[src/rtl/fir_decim_out_if.sv]
// fir_decim_out_if -- signal bundle between a FIR decimator output stage and
// its neighbours.
//   din_valid  : upstream FIR sum strobe. There is no backpressure to upstream.
//   din[28:0]  : unsigned FIR sum.
//   clr_flags  : one-cycle pulse that clears the sticky flags.
//   dout_valid : the FIFO head is valid.
//   dout_ready : downstream accepts the head.
//   dout[11:0] : rounded, saturated, decimated sample.
//   level[2:0] : FIFO occupancy, 0..4.
//   sat_flag   : sticky flag. A kept sample was saturated.
//   ovf_flag   : sticky flag. A kept sample was dropped because the FIFO was full.
// Handshake: a sample moves from dout to downstream on every rising clk edge
// where dout_valid=1 and dout_ready=1. While dout_valid=1 and dout_ready=0,
// dout holds its value. While dout_valid=0, dout_ready is ignored.
// Modports: master = the environment, which drives inputs and takes outputs.
// slave = the block itself.
interface fir_decim_out_if;
  logic        din_valid;
  logic [28:0] din;
  logic        clr_flags;
  logic        dout_valid;
  logic        dout_ready;
  logic [11:0] dout;
  logic [2:0]  level;
  logic        sat_flag;
  logic        ovf_flag;

  modport master (
    output din_valid, din, clr_flags, dout_ready,
    input  dout_valid, dout, level, sat_flag, ovf_flag
  );

  modport slave (
    input  din_valid, din, clr_flags, dout_ready,
    output dout_valid, dout, level, sat_flag, ovf_flag
  );
endinterface

[src/rtl/fir_decim_out.sv]
// fir_decim_out -- output stage of a decimating FIR filter.
// The block keeps one FIR sum out of every DEC sums. It rounds and shifts each
// kept sum down by SHIFT bits, then saturates the result to 12 bits (stage 1).
// The result goes into a 4-entry FIFO (stage 2) that presents a valid/ready
// output.
// Ports:
//   clk : single clock. All state changes on its rising edge.
//   rst : asynchronous reset, active high.
//   bus : fir_decim_out_if.slave. It carries din_valid/din, clr_flags,
//         dout_valid/dout_ready/dout, level, sat_flag and ovf_flag.
// Parameters: DEC is the decimation factor (1..16). SHIFT is the right shift
// applied before rounding (1..17).
module fir_decim_out #(
  parameter int DEC   = 4,
  parameter int SHIFT = 12
) (
  input logic            clk,
  input logic            rst,
  fir_decim_out_if.slave bus
);

  localparam int          PW  = 5;
  localparam logic [29:0] RND = 30'(1) << (SHIFT - 1);

  // Decimation phase
  logic [PW-1:0] r_ph;
  logic          w_keep;

  // The first strobe after reset sees r_ph=0, so that sample is kept.
  assign w_keep = bus.din_valid && (r_ph == '0);

  always_ff @(posedge clk or posedge rst) begin
    if (rst) begin
      r_ph <= '0;
    end else if (bus.din_valid) begin
      r_ph <= (r_ph == PW'(DEC - 1)) ? '0 : r_ph + PW'(1);
    end
  end

  // Stage 1: round, shift and saturate
  // The sum is one bit wider than din, so adding the rounding constant never wraps.
  logic [29:0] w_sum;
  logic [29:0] w_q;
  logic        w_sat;
  logic [11:0] w_s1_data;
  logic        r_s1_valid;
  logic [11:0] r_s1_data;

  assign w_sum     = {1'b0, bus.din} + RND;
  assign w_q       = w_sum >> SHIFT;
  assign w_sat     = (w_q > 30'd4095);
  assign w_s1_data = w_sat ? 12'hFFF : w_q[11:0];

  always_ff @(posedge clk or posedge rst) begin
    if (rst) begin
      r_s1_valid <= 1'b0;
      r_s1_data  <= '0;
    end else begin
      r_s1_valid <= w_keep;
      r_s1_data  <= w_s1_data;
    end
  end

  // Stage 2: 4-entry FIFO
  logic [11:0] r_mem [4];
  logic [1:0]  r_wptr;
  logic [1:0]  r_rptr;
  logic [2:0]  r_level;
  logic        w_pop;
  logic        w_push_ok;
  logic        w_drop;
  logic [1:0]  w_last_idx;

  assign w_pop     = (r_level != 3'd0) && bus.dout_ready;
  // When the FIFO is full, a pop in the same cycle makes room for the push.
  assign w_push_ok = r_s1_valid && ((r_level != 3'd4) || w_pop);
  assign w_drop    = r_s1_valid && !w_push_ok;
  // When the FIFO is empty, the entry just behind the read pointer holds the
  // last sample popped. A push only writes at the write pointer, which equals
  // the read pointer in that state, so this entry stays intact.
  assign w_last_idx = r_rptr - 2'd1;

  always_ff @(posedge clk or posedge rst) begin
    if (rst) begin
      for (int i = 0; i < 4; i++) r_mem[i] <= '0;
      r_wptr  <= '0;
      r_rptr  <= '0;
      r_level <= '0;
    end else begin
      if (w_push_ok) begin
        r_mem[r_wptr] <= r_s1_data;
        r_wptr        <= r_wptr + 2'd1;
      end
      if (w_pop) r_rptr <= r_rptr + 2'd1;
      case ({w_push_ok, w_pop})
        2'b10:   r_level <= r_level + 3'd1;
        2'b01:   r_level <= r_level - 3'd1;
        default: r_level <= r_level;
      endcase
    end
  end

  assign bus.dout_valid = (r_level != 3'd0);
  assign bus.dout       = (r_level == 3'd0) ? r_mem[w_last_idx] : r_mem[r_rptr];
  assign bus.level      = r_level;

  // Sticky flags. A set event wins over a clear pulse in the same cycle.
  logic r_sat;
  logic r_ovf;

  always_ff @(posedge clk or posedge rst) begin
    if (rst) begin
      r_sat <= 1'b0;
      r_ovf <= 1'b0;
    end else begin
      r_sat <= (r_sat && !bus.clr_flags) || (w_keep && w_sat);
      r_ovf <= (r_ovf && !bus.clr_flags) || w_drop;
    end
  end

  assign bus.sat_flag = r_sat;
  assign bus.ovf_flag = r_ovf;

endmodule

[src/flat_wrapper.sv]
// flat-port wrapper written by rule: the top's interface ports become plain ports
module fir_decim_out_flat 
#(
  parameter int DEC   = 4,
  parameter int SHIFT = 12
)
  (clk, rst, bus_din_valid, bus_din, bus_clr_flags, bus_dout_ready, bus_dout_valid, bus_dout, bus_level, bus_sat_flag, bus_ovf_flag);
  fir_decim_out_if bus_i ();
  input logic clk;
  input logic rst;
  input wire logic [$bits(bus_i.din_valid)-1:0] bus_din_valid;
  input wire logic [$bits(bus_i.din)-1:0] bus_din;
  input wire logic [$bits(bus_i.clr_flags)-1:0] bus_clr_flags;
  input wire logic [$bits(bus_i.dout_ready)-1:0] bus_dout_ready;
  output wire logic [$bits(bus_i.dout_valid)-1:0] bus_dout_valid;
  output wire logic [$bits(bus_i.dout)-1:0] bus_dout;
  output wire logic [$bits(bus_i.level)-1:0] bus_level;
  output wire logic [$bits(bus_i.sat_flag)-1:0] bus_sat_flag;
  output wire logic [$bits(bus_i.ovf_flag)-1:0] bus_ovf_flag;
  assign bus_i.din_valid = bus_din_valid;
  assign bus_i.din = bus_din;
  assign bus_i.clr_flags = bus_clr_flags;
  assign bus_i.dout_ready = bus_dout_ready;
  assign bus_dout_valid = bus_i.dout_valid;
  assign bus_dout = bus_i.dout;
  assign bus_level = bus_i.level;
  assign bus_sat_flag = bus_i.sat_flag;
  assign bus_ovf_flag = bus_i.ovf_flag;
  fir_decim_out #(.DEC(DEC), .SHIFT(SHIFT)) u_core (.clk(clk), .rst(rst), .bus(bus_i));
endmodule
[config.mk]
export PLATFORM = sky130hd
export DESIGN_NAME = fir_decim_out_flat
export DESIGN_NICKNAME = d
export VERILOG_FILES = /design/src/rtl/fir_decim_out_if.sv /design/src/rtl/fir_decim_out.sv /design/src/flat_wrapper.sv
export SDC_FILE = /design/constraint.sdc
export NUM_CORES = 1
export LEC_CHECK = 0
export CAP_MARGIN = 20
export CORE_UTILIZATION = 65
export CTS_CLUSTER_SIZE = 24
export DETAILED_ROUTE_END_ITERATION = 8
export DONT_BUFFER_PORTS = 1
export GPL_ROUTABILITY_DRIVEN = 0
export PLACE_DENSITY = 0.79
export SLEW_MARGIN = 20
export SYNTH_ARGS = -nofsm -noshare
export SYNTH_HDL_FRONTEND = slang
export SYNTH_SLANG_ARGS = --single-unit
[constraint.sdc]
create_clock -name clk -period 7.3 [get_ports clk]
set_input_delay 1.46 -clock clk [delete_from_list [all_inputs] [get_ports clk]]
set_output_delay 1.46 -clock clk [all_outputs]
set_load 0.05 [all_outputs]
==> flow_metrics.env, run 1 <==
export IMPL_hold_buffers=0
export IMPL_die_h_um=79.7
export IMPL_relSlewSlack_pct=37.7
export IMPL_reg2reg_depth=10
export IMPL_die_w_um=79.7
export IMPL_holdPathStages=2
export IMPL_cts_buffers=9
export IMPL_timing_setup_tns_ps=0
export IMPL_htree_num_levels=3
export IMPL_yosys_warnings=0
export IMPL_cp_cell_sequence="nor3_1 > buf_4 > inv_1 > nand2_1 > nand2_1"
export IMPL_synthCells=313
export IMPL_period_needed_ps=4050
export IMPL_crit_fanout=14
export IMPL_io_pins=52
export IMPL_cts_buffer_depth=2
export IMPL_status="complete, no violations"
export IMPL_syn_num_nets=356
export IMPL_fin_skew_ps=5.14
export IMPL_finalCritPeriodShare_pct=55.4
export IMPL_internal_power_mw=1.08
export IMPL_finalHoldViolCount=0
export IMPL_worst_slew_pin_slew_ps=933
export IMPL_slowest_stage="dfrtp_1"
export IMPL_ant_nets=0
export IMPL_grtUsageTotal_pct=25.4
export IMPL_finalNetCount=357
export IMPL_combinationalPowerShare_pct=46.1
export IMPL_maxCapViolCount=0
export IMPL_synth_seq_area_share_pct=47.9
export IMPL_drt_iter0_markers=114
export IMPL_start_util_pct=69.1
export IMPL_post_route_drc_count=0
export IMPL_synth_distinct_cells=34
export IMPL_io_buffers=0
export IMPL_synth_top_area_share_pct=47.9
export IMPL_wl_per_cell_um=17.7
export IMPL_row_count=27
export IMPL_fmax_mhz=247
export IMPL_clkPwrFrac_pct=16.3
export IMPL_slew_violations=0
export IMPL_cts_tree="yes"
export IMPL_synth_area_leaders="dfrtp_1, mux2_2, mux4_2, nand2_1, ha_1"
export IMPL_cts_sinks=75
export IMPL_seq_power_share_pct=37.7
export IMPL_grt_pass1_wl_um=11800
export IMPL_drive_above_1_share_pct=32.1
export IMPL_syn_area_mm2=0.00392
export IMPL_yosysTopAreaCell="dfrtp_1"
export IMPL_critPathBufInv=2
export IMPL_drt_total_wl_um=6920
export IMPL_setup_viol=0
export IMPL_power_density_mw_per_mm2=454
export IMPL_endpoint_kind="output port"
export IMPL_grt_pass1_vias=2460
export IMPL_post_cts_setup_buffer_count=0
export IMPL_path_clk_slew_ps=70
export IMPL_overflow=0
export IMPL_via_per_inst=6.13
export IMPL_p_sw_share_pct=43.1
export IMPL_cp_top_family="buffers and inverters"
export IMPL_p_sw_mw=0.815
export IMPL_firstDrtPassIters=4
export IMPL_crit_cells=5
export IMPL_diodes=0
export IMPL_power_mw=1.89
export IMPL_area_growth_pct=6.25
export IMPL_critPathLaunchType="register"
export IMPL_cp_required_ps=5840
export IMPL_p_leak_nw=1.53
export IMPL_cts_root_buffer="clkbuf_8"
export IMPL_clock_latency_ps=340
export IMPL_antenna_found_initial=0
export IMPL_grt_setup_unrepaired="no"
export IMPL_vias=2389
export IMPL_syn_area_per_cell_um2=12.5
export IMPL_grt_max_degree=46
export IMPL_place_hpwl_um=4720
export IMPL_path_class="register to output port"
export IMPL_max_stage_delay_ps=680
export IMPL_ys_ff_latch=75
export IMPL_die_area_mm2=0.00635
export IMPL_cts_resized=0
export IMPL_ir_drop_uv=479
export IMPL_worstPathArrival_ps=2590
export IMPL_cp_common_cell="nand2_1"
export IMPL_hold_class="register to register"
export IMPL_core_mm2=0.00568
[sequential cells by signal, indices dropped and copies added (netlist names)]
register	count
u_core.r_mem	48
u_core.r_s1_data	12
u_core.r_ph	5
u_core.bus.level	3
u_core.r_rptr	2
u_core.r_wptr	2
u_core.bus.ovf_flag	1
u_core.bus.sat_flag	1
u_core.r_s1_valid	1
[cell families (layout without fill, tap and decap cells)]
| logic type | Yosys count | after routing | share of synthesized area [%] |
|---|---|---|---|
| muxes | 74 | 74 | 28.1 |
| and+or+nand+nor | 99 | 99 | 12.0 |
| DFF | 75 | 75 | 47.9 |
| buffers and inverters | 27 | 32 | 3.10 |
| xor gates and xnor gates | 19 | 19 | 4.24 |
| AOI/OAI and AO/OA | 10 | 10 | 1.60 |
| adders and majority gates | 9 | 9 | 3.06 |
[final timing paths]
path / from / end / slack, ps
setup / recovery: u_core.bus.level[2]$_DFFE_PP0P_ / bus_dout[2] / 3250
hold / removal: u_core.r_s1_valid$_DFF_PP0_ / u_core.bus.ovf_flag$_DFF_PP0_ / 470
setup reg to reg: u_core.bus.level[2]$_DFFE_PP0P_ / u_core.bus.level[2]$_DFFE_PP0P_ / 4140
hold reg to reg: u_core.r_s1_valid$_DFF_PP0_ / u_core.bus.ovf_flag$_DFF_PP0_ / 470
max in group asynchronous: rst / u_core.r_mem[25]$_DFFE_PP0P_ / 5260
min in group asynchronous: rst / u_core.bus.ovf_flag$_DFF_PP0_ / 1070
[cells in the final DEF (no fill, tap or decap), types with 4 or more instances in the layout]
cell type   n
mux2_2     49
ha_1        8
nor2_1      9
nand3_1     6
dfrtp_1    75
inv_1      12
buf_4       4
xnor2_1     8
nand4_1     7
nand2_1    59
o21ai_0     6
clkbuf_8   14
mux4_2     24
xor2_1     11
[tightest hold or removal path: stages, from the launching register on]
cell	delay, ps
dfrtp_1	340
nand2_1	40
o21ai_0	60
[layer usage]
layer	share of wire (%)	track usage (%)	wire, um
met1	43	32.5	2980
met2	50	42.8	3450
met3	5.4	4.57	376
met4	1.6	10.2	114
met5	0	0	0
[power groups by stage]
| stage | clock, mW | combinational (mW) | sequential, mW |
|---|---|---|---|
| final | 0.307 | 0.871 | 0.712 |
| after floorplan | 0 | 0.790 | 0.678 |
| after global routing | 0.326 | 0.945 | 0.732 |
| after global placement | 0 | 0.850 | 0.703 |
| after CTS | 0.309 | 0.881 | 0.711 |
| after detailed placement | 0 | 0.877 | 0.719 |
[Yosys cell counts (all sizes together)]
| master | number |
|---|---|
| a21oi | 1 |
| or2 | 1 |
| nand4 | 7 |
| nand3 | 8 |
| and2 | 2 |
| dfrtp | 75 |
| a211oi | 1 |
| mux2i | 1 |
| nand2b | 1 |
| nor2 | 9 |
| and3 | 1 |
| ha | 8 |
| xor2 | 11 |
| o21ai | 6 |
| fa | 1 |
| inv | 13 |
| nor3b | 1 |
| nor4 | 2 |
| nor2b | 1 |
| mux4 | 24 |
| mux2 | 49 |
| buf | 11 |
| clkbuf | 3 |
| o22ai | 1 |
| nor4b | 1 |
| a31o | 1 |
| xnor2 | 8 |
| nand2 | 62 |
| nor3 | 3 |
[final cells by class]
type                            instances  area [um^2]
Clock inverter                          1         5.00
Tap cell                               72         90.1
Clock buffer                           14          193
Multi-Input combinational cell        211         1920
Inverter                               13         48.8
Sequential cell                        75         1880
Timing Repair Buffer                    4         30.0
Fill cell                             370         1510
[metrics by stage]
stage / utilization [%] / worst slack (ps) / instance area [um^2] / cells / hold slack, ps
final: 73.4 / 3250 / 4170 / 390 / 475
after global routing: 73.4 / 3100 / 4170 / 390 / 510
after CTS: 73.4 / 3220 / 4170 / 390 / 480
after detailed placement: 69.9 / 3600 / 3970 / 375 / 464
after global placement: 69.9 / 3590 / 3970 / 375 / 453
after floorplan: - / 3780 / 3920 / 313 / 442
No activity file was read; power rests on OpenSTA's default activity.
==> run 2: changes to the inputs <==
--- a/config.mk
+++ b/config.mk
@@ -6,12 +6,12 @@
 export NUM_CORES = 1
 export LEC_CHECK = 0
 export CAP_MARGIN = 20
-export CORE_UTILIZATION = 65
+export CORE_UTILIZATION = 57
 export CTS_CLUSTER_SIZE = 24
 export DETAILED_ROUTE_END_ITERATION = 8
 export DONT_BUFFER_PORTS = 1
 export GPL_ROUTABILITY_DRIVEN = 0
-export PLACE_DENSITY = 0.79
+export PLACE_DENSITY = 0.73
 export SLEW_MARGIN = 20
 export SYNTH_ARGS = -nofsm -noshare
 export SYNTH_HDL_FRONTEND = slang
==> constraint.sdc (replaced) <==
create_clock -name clk -period 3.45 [get_ports clk]
set_input_delay 0.69 -clock clk [delete_from_list [all_inputs] [get_ports clk]]
set_output_delay 0.69 -clock clk [all_outputs]
set_load 0.05 [all_outputs]
==> flow_metrics.env, run 2 (synthesis gave the netlist of run 1 again) <==
export IMPL_status="finished, violations left"
export IMPL_violations="DRC"
export IMPL_grtUsageMet3_pct=4.47
export IMPL_endpoint_kind="output port"
export IMPL_maxCapViolCount=0
export IMPL_relSlewSlack_pct=40.2
export IMPL_drt_iter0_markers=165
export IMPL_worst_slew_pin_slew_ps=895
export IMPL_core_mm2=0.00649
export IMPL_cts_resized=0
export IMPL_grt_pass1_vias=2549
export IMPL_finalNetCount=373
export IMPL_row_count=29
export IMPL_grt_setup_unrepaired="no"
export IMPL_p_leak_nw=1.66
export IMPL_worstPathArrival_ps=2200
export IMPL_io_pins=52
export IMPL_firstDrtPassIters=6
export IMPL_area_growth_pct=13.2
export IMPL_start_util_pct=60.4
export IMPL_path_clk_slew_ps=80
export IMPL_die_w_um=84.9
export IMPL_fin_skew_ps=8.64
export IMPL_hold_buffers=0
export IMPL_hold_class="primary input to async pin"
export IMPL_drive_above_1_share_pct=35.2
export IMPL_cts_buffer_depth=2
export IMPL_setup_ws_ps=560
export IMPL_post_route_drc_count=2
export IMPL_fmax_mhz=346
export IMPL_setup_viol=0
export IMPL_cts_sinks=75
export IMPL_gr_usage_met1_pct=30.6
export IMPL_cts_buffers=9
export IMPL_reg_largest_list="u_core.r_mem x48, u_core.r_s1_data x12, u_core.r_ph x5"
export IMPL_dp_slack_ps=797
export IMPL_ant_nets=0
export IMPL_finalCritPeriodShare_pct=83.8
export IMPL_fin_area_mm2=0.00444
export IMPL_cts_tree="yes"
export IMPL_htree_num_levels=3
export IMPL_grt_pass1_wl_um=12200
export IMPL_grtUsageTotal_pct=22.5
export IMPL_most_common_layout_cells="dfrtp_1, nand2_1, mux2_2"
export IMPL_power_mw=4.63
export IMPL_regMostFlops="u_core.r_mem"
export IMPL_post_cts_setup_buffer_count=0
export IMPL_cp_required_ps=2760
export IMPL_crit_fanout=13
export IMPL_via_per_inst=5.91
export IMPL_busiest_layer="met2"
export IMPL_slew_violations=0
export IMPL_vias=2434
export IMPL_path_class="register to output port"
export IMPL_place_hpwl_um=4950
export IMPL_cts_root_buffer="clkbuf_8"
export IMPL_r2r_start="u_core.bus.level[1]$_DFFE_PP0P_"
export IMPL_diodes=0
export IMPL_antenna_found_initial=0
export IMPL_final_common_cell="dfrtp_1"
export IMPL_clock_latency_ps=330
export IMPL_wl_per_cell_um=17.2
export IMPL_die_h_um=84.9
export IMPL_timing_setup_tns_ps=0
export IMPL_critPathLaunchType="register"
export IMPL_io_buffers=0
export IMPL_overflow=0
export IMPL_finalHoldViolCount=0
export IMPL_period_needed_ps=2890
export IMPL_grt_util_met2_pct=36.3
export IMPL_ir_drop_uv=461
export IMPL_largest_reg_flops=48
export IMPL_power_density_mw_per_mm2=1040
export IMPL_worstSetupStartpoint="u_core.bus.level[1]$_DFFE_PP0P_"
export IMPL_grt_max_degree=43
export IMPL_placed_area_mm2=0.00425
export IMPL_die_area_mm2=0.00721
export IMPL_drt_total_wl_um=7090
==> run 2: changes by cell type in the layout (fill, tap and decap cells not counted) <==
cell,change
clkbuf_8,-4
buf_12,+12
bufinv_16,+1
clkinv_2,+2
clkbuf_1,+1
clkinvlp_4,+1
buf_4,+4
==> run 2: where the power goes <==
part           total, mW  switching (mW)  internal, mW
clock network      0.649           0.299         0.350
logic               2.47            1.21          1.26
registers           1.51           0.325          1.19
==> run 2: final cells by class <==
class	instances	area [um^2]
Inverter	13	48.8
Clock buffer	11	141
Clock inverter	5	52.6
Tap cell	77	96.3
Multi-Input combinational cell	211	1920
Fill cell	480	2060
Timing Repair Buffer	20	300
Sequential cell	75	1880
==> run 2: worst max-delay path: stages (launching register included) <==
cell	delay, ps
dfrtp_1	610
nor3_1	280
buf_4	260
inv_1	200
buf_4	220
nand2_1	60
nand2_1	80
buf_12	150
==> run 2: metal layers <==
| layer | routed length, um | share of wire [%] |
|---|---|---|
| met5 | 0 | 0 |
| met4 | 109 | 1.5 |
| met3 | 264 | 3.7 |
| met2 | 3560 | 50 |
| met1 | 3160 | 45 |
==> run 2: worst paths after layout <==
path | endpoint | slack [ps] | cells past startpoint
setup / recovery | bus_dout[9] | 560 | 7
hold / removal | u_core.r_s1_valid$_DFF_PP0_ | 420 | 1
setup reg to reg | u_core.bus.level[2]$_DFFE_PP0P_ | 780 | 10
hold reg to reg | u_core.r_ph[4]$_DFFE_PP0P_ | 480 | 1
max in group asynchronous | u_core.r_mem[4]$_DFFE_PP0P_ | 2240 | 2
min in group clk | u_core.r_ph[0]$_DFFE_PP0P_ | 450 | 1
==> run 2: through the flow <==
step / hold slack (ps) / std cells / utilization [%]
floorplan: 442 / 313 / -
global placement: 460 / 396 / 65.4
detailed placement: 471 / 396 / 65.4
CTS: 420 / 412 / 68.3
global route: 421 / 412 / 68.3
finish: 417 / 412 / 68.3
==> run 3: changes to the inputs <==
--- a/config.mk
+++ b/config.mk
@@ -6,12 +6,12 @@
 export NUM_CORES = 1
 export LEC_CHECK = 0
 export CAP_MARGIN = 20
-export CORE_UTILIZATION = 57
+export CORE_UTILIZATION = 63
 export CTS_CLUSTER_SIZE = 24
 export DETAILED_ROUTE_END_ITERATION = 8
 export DONT_BUFFER_PORTS = 1
 export GPL_ROUTABILITY_DRIVEN = 0
-export PLACE_DENSITY = 0.73
+export PLACE_DENSITY = 0.77
 export SLEW_MARGIN = 20
 export SYNTH_ARGS = -nofsm -noshare
 export SYNTH_HDL_FRONTEND = slang
==> constraint.sdc (replaced) <==
create_clock -name clk -period 2.7 [get_ports clk]
set_input_delay 0.54 -clock clk [delete_from_list [all_inputs] [get_ports clk]]
set_output_delay 0.54 -clock clk [all_outputs]
set_load 0.05 [all_outputs]
==> flow_metrics.env, run 3 (synthesis gave the netlist of run 1 again) <==
export IMPL_status="complete, no violations"
export IMPL_period_needed_ps=2480
export IMPL_cts_buffer_depth=2
export IMPL_overflow=0
export IMPL_place_hpwl_um=5160
export IMPL_combinationalPowerShare_pct=53.2
export IMPL_core_mm2=0.00596
export IMPL_reg_largest_list="u_core.r_mem x48, u_core.r_s1_data x12, u_core.r_ph x5"
export IMPL_grt_pass1_vias=2537
export IMPL_ir_drop_uv=1160
export IMPL_fin_area_mm2=0.00456
export IMPL_p_sw_share_pct=38.4
export IMPL_grt_setup_unrepaired="no"
export IMPL_finalHoldViolCount=0
export IMPL_clkPwrFrac_pct=16.7
export IMPL_placed_area_mm2=0.00432
export IMPL_seq_power_share_pct=30.1
export IMPL_path_clk_slew_ps=80
export IMPL_cts_tree="yes"
export IMPL_finalNetCount=380
export IMPL_slew_violations=0
export IMPL_cts_root_buffer="clkbuf_8"
export IMPL_crit_fanout=8
export IMPL_area_growth_pct=16.4
export IMPL_wl_per_cell_um=17.6
export IMPL_endpoint_kind="output port"
export IMPL_grtUsageTotal_pct=25.4
export IMPL_start_util_pct=65.8
export IMPL_vias=2493
export IMPL_largest_reg_flops=48
export IMPL_power_mw=6.23
export IMPL_via_per_inst=5.98
export IMPL_fmax_mhz=403
export IMPL_clock_latency_ps=350
export IMPL_row_count=28
export IMPL_regMostFlops="u_core.r_mem"
export IMPL_setup_viol=0
export IMPL_path_class="register to output port"
export IMPL_drt_total_wl_um=7360
export IMPL_p_leak_nw=1.72
export IMPL_post_route_drc_count=0
export IMPL_drive_above_1_share_pct=36.8
export IMPL_die_area_mm2=0.00654
export IMPL_worstPathArrival_ps=1940
export IMPL_ant_nets=0
export IMPL_die_h_um=80.9
export IMPL_cts_buffers=9
export IMPL_internal_power_mw=3.84
export IMPL_drt_iter0_markers=152
export IMPL_p_sw_mw=2.39
export IMPL_diodes=0
export IMPL_antenna_found_initial=0
export IMPL_postLayoutCoreUtil_pct=76.6
export IMPL_hold_class="primary input to async pin"
export IMPL_grt_max_degree=43
export IMPL_htree_num_levels=3
export IMPL_worst_slew_pin_slew_ps=710
export IMPL_cp_required_ps=2160
export IMPL_final_common_cell="dfrtp_1"
export IMPL_grt_pass1_wl_um=12000
export IMPL_critPathLaunchType="register"
export IMPL_io_buffers=0
export IMPL_power_density_mw_per_mm2=1370
export IMPL_die_w_um=80.9
export IMPL_fin_skew_ps=9.08
export IMPL_whs_ps=180
export IMPL_finalCritPeriodShare_pct=91.9
export IMPL_relSlewSlack_pct=52.6
export IMPL_io_pins=52
export IMPL_maxCapViolCount=0
export IMPL_cts_sinks=75
export IMPL_hold_buffers=0
export IMPL_timing_setup_tns_ps=0
export IMPL_most_common_layout_cells="dfrtp_1, nand2_1, mux2_2"
export IMPL_firstDrtPassIters=5
run 3: changes by cell type in the layout (fill, tap and decap cells not counted):
cell	before	now
dfrtp_2	0	1
clkinvlp_4	1	0
bufinv_16	1	3
buf_12	12	14
dfrtp_1	75	74
clkinv_2	3	2
buf_4	8	13
run 3: power groups by stage:
stage | Sequential, mW | Combinational [mW] | Clock [mW]
6_report | 1.88 | 3.32 | 1.04
5_1_grt | 1.93 | 3.52 | 1.10
4_1_cts | 1.87 | 3.35 | 1.05
3_5_place_dp | 1.89 | 3.35 | 0
3_3_place_gp | 1.85 | 3.25 | 0
2_1_floorplan | 1.83 | 2.13 | 0
run 3: critical path: stages (launching register included):
cell,delay [ps]
dfrtp_2,510
buf_4,250
mux4_2,510
nand2_1,80
nand2_1,80
buf_12,160
run 3: metrics by stage:
stage | setup slack, ps | instances
after global placement | 444 | 401
final | 218 | 417
after global routing | 124 | 417
after CTS | 61.1 | 417
after detailed placement | 320 | 401
after floorplan | 95.3 | 313
run 3: layout make-up:
cell class,instances,area (um^2)
tap,75,93.8
sequential,75,1880
clock inverter,5,100
timing repair buffer,27,378
inverter,13,48.8
multi-input combinational,211,1920
fill,368,1390
clock buffer,11,141
run 3: worst paths after layout:
check / startpoint / cells past startpoint / slack, ps / endpoint
min in group clk: bus_din_valid / 1 / 280 / u_core.r_ph[0]$_DFFE_PP0P_
max in group asynchronous: rst / 2 / 1850 / u_core.r_mem[29]$_DFFE_PP0P_
setup / recovery: u_core.r_rptr[1]$_DFFE_PP0P_ / 5 / 220 / bus_dout[10]
hold reg to reg: u_core.r_ph[4]$_DFFE_PP0P_ / 1 / 480 / u_core.r_ph[4]$_DFFE_PP0P_
setup reg to reg: u_core.bus.level[1]$_DFFE_PP0P_ / 9 / 380 / u_core.bus.level[2]$_DFFE_PP0P_
hold / removal: rst / 1 / 180 / u_core.bus.ovf_flag$_DFF_PP0_
run 3: timing repair:
action,4_1_cts,5_1_grt
buffers inserted,0,0
setup endpoints to repair,0,4
resized for setup,0,1
run 3: metal layers:
layer | global-route usage [%] | vias to the layer above | share of wire, % | routed length (um)
met2 | 43.4 | 58 | 52 | 3810
met5 | 0 | - | 0 | 0
met1 | 32.2 | 1264 | 43 | 3170
met4 | 12.0 | 0 | 2.5 | 184
met3 | 3.48 | 17 | 2.7 | 199
li1 | - | 1154 | - | -
